<file path="src/rtl/instr_fetch_unit.sv">
// instr_fetch_unit: PC owner and fetch initiator for a 1-cycle synchronous instruction memory
module instr_fetch_unit #(
   parameter int          MEM_WIDTH  = 64,
   parameter int          DATA_WIDTH = 32,
   parameter logic [31:0] RESET_PC   = 32'd0
) (
   input  logic                  clk,
   input  logic                  rst_n,
   output logic [31:0]           mem_address,
   input  logic [DATA_WIDTH-1:0] mem_instruction,
   input  logic                  redirect_valid,
   input  logic [31:0]           redirect_pc,
   input  logic                  halt,
   output logic                  instr_valid,
   input  logic                  instr_ready,
   output logic [DATA_WIDTH-1:0] instr_data,
   output logic [31:0]           instr_pc,
   output logic                  fetch_fault
);
   typedef enum logic {FETCH, FAULT} state_t;
   state_t                state;
   logic [31:0]           fetch_pc, inflight_pc, last_pc;
   logic                  inflight, rd_ptr, wr_ptr;
   logic [1:0]            count;
   logic [31:0]           pc_q [2];
   logic [DATA_WIDTH-1:0] data_q [2];
   logic                  pop, push, in_range, opportunity, issue;
   logic [2:0]            occ;

   assign pop         = instr_valid & instr_ready;
   assign push        = inflight & ~redirect_valid;
   // slots committed after this edge: buffered minus leaving plus the read still returning
   assign occ         = {1'b0, count} + {2'b0, inflight} - {2'b0, pop};
   assign in_range    = fetch_pc < 32'(MEM_WIDTH);
   assign opportunity = (state == FETCH) & ~halt & ~redirect_valid & (occ < 3'd2);
   assign issue       = opportunity & in_range;
   // an out-of-range fetch_pc is never presented to memory; the last issued PC is held instead
   assign mem_address = (state == FETCH && in_range) ? fetch_pc : last_pc;
   assign instr_valid = count != 2'd0;
   assign instr_data  = data_q[rd_ptr];
   assign instr_pc    = pc_q[rd_ptr];

   // PC, fault FSM, in-flight tracking and the 2-entry output FIFO
   always_ff @(posedge clk or negedge rst_n) begin
      if (!rst_n) begin
         state       <= FETCH;
         fetch_pc    <= RESET_PC;
         last_pc     <= RESET_PC;
         inflight_pc <= '0;
         inflight    <= 1'b0;
         fetch_fault <= 1'b0;
         rd_ptr      <= 1'b0;
         wr_ptr      <= 1'b0;
         count       <= 2'd0;
         pc_q[0]     <= '0;
         pc_q[1]     <= '0;
         data_q[0]   <= '0;
         data_q[1]   <= '0;
      end else if (redirect_valid) begin
         state       <= FETCH;
         fetch_pc    <= redirect_pc;
         fetch_fault <= 1'b0;
         inflight    <= 1'b0;
         rd_ptr      <= 1'b0;
         wr_ptr      <= 1'b0;
         count       <= 2'd0;
      end else begin
         inflight <= issue;
         if (issue) begin
            inflight_pc <= fetch_pc;
            fetch_pc    <= fetch_pc + 32'd1;
            last_pc     <= fetch_pc;
         end
         if (opportunity && !in_range) begin
            state       <= FAULT;
            fetch_fault <= 1'b1;
         end
         if (push) begin
            pc_q[wr_ptr]   <= inflight_pc;
            data_q[wr_ptr] <= mem_instruction;
            wr_ptr         <= ~wr_ptr;
         end
         if (pop) rd_ptr <= ~rd_ptr;
         count <= count + {1'b0, push} - {1'b0, pop};
      end
   end
endmodule

</file>
<file path="config.mk">
export PLATFORM = sky130hd
export DESIGN_NAME = instr_fetch_unit
export DESIGN_NICKNAME = d
export VERILOG_FILES = /design/src/rtl/instr_fetch_unit.sv
export SDC_FILE = /design/constraint.sdc
export NUM_CORES = 1
export LEC_CHECK = 0
export BUFFER_PORTS_ARGS = -buffer_cell sky130_fd_sc_hd__buf_4
export CAP_MARGIN = 5
export CORE_ASPECT_RATIO = 0.7
export CORE_MARGIN = 5
export CORE_UTILIZATION = 30
export DETAILED_ROUTE_END_ITERATION = 8
export GPL_ROUTABILITY_DRIVEN = 0
export MAX_ROUTING_LAYER = met4
export PLACE_DENSITY = 0.48
export SYNTH_ARGS = -nofsm -noshare
export SYNTH_HDL_FRONTEND = slang
export SYNTH_SLANG_ARGS = --single-unit
</file>
<file path="constraint.sdc">
create_clock -name clk -period 3.15 [get_ports clk]
set_input_delay 0.1575 -clock clk [delete_from_list [all_inputs] [get_ports clk]]
set_output_delay 0.1575 -clock clk [all_outputs]
set_load 0.05 [all_outputs]
</file>
==> impl_metrics.env <==
export IMPL_grt_overflow=0
export IMPL_syn_inst=592
export IMPL_timing_final_crit_share=0.888
export IMPL_ys_top_cells_by_count="224 x mux2_2, 198 x dfrtp_1, 56 x nor2b_1"
export IMPL_p_sw_w=0.00129
export IMPL_yosysTopAreaCell="dfrtp_1"
export IMPL_post_place_ws_ps=298
export IMPL_seqPwrFrac=0.497
export IMPL_first_global_vias=6159
export IMPL_drt_total_wl_um=21100
export IMPL_rr_endpoint="fetch_pc[1]"
export IMPL_path_clk_slew_ps=70
export IMPL_yosys_top_cells_area="dfrtp_1 57%, mux2_2 29%, nor2b_1 4.1%"
export IMPL_clkPwrFrac=0.405
export IMPL_cp_max_fo=9
export IMPL_hold_viol_final=0
export IMPL_drive_gt1_frac=0.541
export IMPL_rsz0062_at_grt="no"
export IMPL_place_inst=1120
export IMPL_clock_skew_final_ps=9.10
export IMPL_crit_buf_inv=2
export IMPL_fin_cells=1214
export IMPL_die_w_um=213
export IMPL_grt_max_degree=84
export IMPL_dieHeight_um=152
export IMPL_final_util=0.406
export IMPL_place_hpwl_um=14100
export IMPL_port_buffers=166
export IMPL_drv_cap=0
export IMPL_final_antenna_net_count=0
export IMPL_hold_class="primary input to flip-flop"
export IMPL_path_cells="nor4_2 -> nand3_2 -> nor3_4 -> buf_12 -> mux2_2 -> buf_4"
export IMPL_n_antenna_cell=0
export IMPL_numCtsBuffers=17
export IMPL_design_core_area_um2=28600
export IMPL_floorplan_initialDensity=0.302
export IMPL_wl_per_cell_um=17.3
export IMPL_h_tree_depth=4
export IMPL_critical_path_arrival_ps=2640
export IMPL_fin_nets=898
export IMPL_finalMaxSlewViolations=0
export IMPL_max_stage_delay_ps=430
export IMPL_syn_avg_cell_area_um2=14.6
export IMPL_drtIter0Drc=186
export IMPL_synth_most_common_cell="mux2_2"
export IMPL_rows=52
export IMPL_relSlewSlack=0.533
export IMPL_worstMarginPinSlew_ps=700
export IMPL_clkLatencyLatePin_ps=420
export IMPL_reg2reg_depth=10
export IMPL_grt_pass1_wl_um=34200
export IMPL_combPwrFrac=0.097
export IMPL_setup_ws_ps=354
export IMPL_area_growth_synth_to_final_pct=34.5
export IMPL_ys_seq_area_frac=0.574
export IMPL_peakVddDrop_mv=0.279
export IMPL_yosysWarningCount=0
export IMPL_syn_area_um2=8640
export IMPL_synthDistinctLibCells=43
export IMPL_clockBufferDepth=2
export IMPL_min_path_cells=4
export IMPL_synthArstFlopShare=1.00
export IMPL_num_vias=5600
export IMPL_clockRootBuffer="clkbuf_16"
export IMPL_crit_family="simple AND/OR/NAND/NOR gates"
export IMPL_internal_power_w=0.00414
export IMPL_drc=0
export IMPL_synth_top_area_frac=0.574
export IMPL_outcome="finished, final reports clean"
export IMPL_fin_hold_ws_ps=74.3
export IMPL_clock_sinks=198
export IMPL_criticalPathCategory="flip-flop to output pin"
export IMPL_setup_worst_path_end_class="output pin"
export IMPL_num_io_pins=167
export IMPL_grtUsageTotal=0.136
export IMPL_antenna_found_initial=0
export IMPL_period_needed_ps=2800
export IMPL_crit_required_ps=2990
export IMPL_p_per_area_nw_per_um2=467
export IMPL_cts_tree="done"
export IMPL_die_area_um2=32300
export IMPL_r2r_setup_slack_ps=400
export IMPL_synth_nets=665
export IMPL_ys_flop_type="dfrtp_1"
export IMPL_fin_setup_tns_ps=0
export IMPL_hp_start="redirect_pc[4]"
export IMPL_ys_ff_latch=198
export IMPL_critPathSlowestCell="nor4_2"
export IMPL_worstReg2RegStart="count[1]"
export IMPL_p_leak_nw=5.85
export IMPL_switching_share=0.237
export IMPL_setup_violations=0
export IMPL_fmax_ghz=0.358
export IMPL_whs_endpoint="fetch_pc[4]"
export IMPL_worstSetupStartpointType="flip-flop"
export IMPL_vias_per_cell=4.61
export IMPL_synth_edf_count=0
export IMPL_dr_pass1_iters=4
## registers in the layout, summed over array words and instances, names as in the netlist, 2 cells and up
register  flops
data_q       64
last_pc      32
pc_q         64
count         2
fetch_pc     32
## routing by layer
metal / GRT usage / vias to the layer above / share of wire
met1: 0.180 / 2914 / 0.45
li1: - / 2566 / -
met3: 0.0291 / 21 / 0.036
met2: 0.215 / 99 / 0.50
met4: 0.0356 / 0 / 0.014
met5: - / - / 0
## timing repair
item                                   4_1_cts  5_1_grt
gates resized for setup                      0        1
hold buffers                                61        0
setup endpoints to repair                    0       13
endpoints found under the hold margin      171        0
setup buffers                                0        3
## kinds of logic (layout without fill, tap and decap cells)
family | count (synthesis) | after routing | synth area share
multiplexers | 229 | 229 | 0.299
AO/OA/AOI/OAI | 17 | 17 | 0.0164
buffers and inverters | 33 | 277 | 0.0185
adder cells (fa/ha/maj) | 4 | 4 | 0.00666
AND/OR/NAND/NOR | 106 | 106 | 0.0813
XOR/XNOR | 5 | 5 | 0.00507
flip-flops | 198 | 198 | 0.574
## metrics by stage
stage | cell area, µm² | total power, W
after detailed placement | 10400 | 0.00322
after CTS | 11600 | 0.00552
after global placement | 10400 | 0.00320
after global routing | 11600 | 0.00568
final | 11600 | 0.00543
after floorplan | 8640 | 0.00299
## cell usage in the layout, fill, tap and decap left out, types with 2 or more instances in the layout
cell | Yosys | layout
o211ai_1 | 4 | 4
buf_12 | 0 | 3
nor4_2 | 3 | 3
o41a_1 | 4 | 4
clkinv_2 | 0 | 2
clkbuf_8 | 0 | 6
nor4_4 | 3 | 3
nand2_1 | 15 | 15
nand3_1 | 3 | 2
nor3_4 | 1 | 2
bufinv_16 | 0 | 2
nor2_1 | 8 | 8
ha_1 | 3 | 3
nor2b_1 | 56 | 56
inv_1 | 2 | 2
clkbuf_16 | 0 | 17
nand4_1 | 4 | 4
mux2_2 | 224 | 224
dfrtp_1 | 198 | 197
buf_4 | 2 | 179
xor2_1 | 2 | 2
nor3_1 | 2 | 2
a221o_1 | 2 | 2
xnor2_1 | 3 | 3
dlygate4sd3_1 | 0 | 61
o21ai_0 | 2 | 2
mux2_1 | 5 | 5
clkinvlp_4 | 0 | 2
## power by group through the flow
stage / Combinational, W / Sequential (W) / Clock [W]
after floorplan: 0.000273 / 0.00272 / 0
after global placement: 0.000461 / 0.00274 / 0
after detailed placement: 0.000473 / 0.00275 / 0
after CTS: 0.000537 / 0.00270 / 0.00229
after global routing: 0.000578 / 0.00271 / 0.00239
final: 0.000529 / 0.00270 / 0.00220
## worst min-delay path: stages
cell and delay [ps]:
buf_4 80, nand2_1 40, o41a_1 100, o211ai_1 80
## layout make-up
class / count / area (µm²)
Clock buffer: 23 / 498
Clock inverter: 7 / 93.8
Fill cell: 2698 / 17000
Inverter: 3 / 11.3
Multi-Input combinational cell: 361 / 3550
Sequential cell: 198 / 4960
Tap cell: 378 / 473
Timing Repair Buffer: 244 / 2030
## worst max-delay path by stage
stage                 start              end  slack, ps  depth (start not counted)
2_1_floorplan      count[1]       last_pc[0]        250                         10
3_3_place_gp       count[1]       last_pc[3]        320                         10
3_5_place_dp       count[1]      fetch_pc[1]        300                         10
4_1_cts        fetch_pc[30]  mem_address[19]         60                          6
5_1_grt            count[1]       last_pc[0]         70                         10
6_report       fetch_pc[30]   mem_address[1]        350                          6
Power figures use the tool's default switching activity.
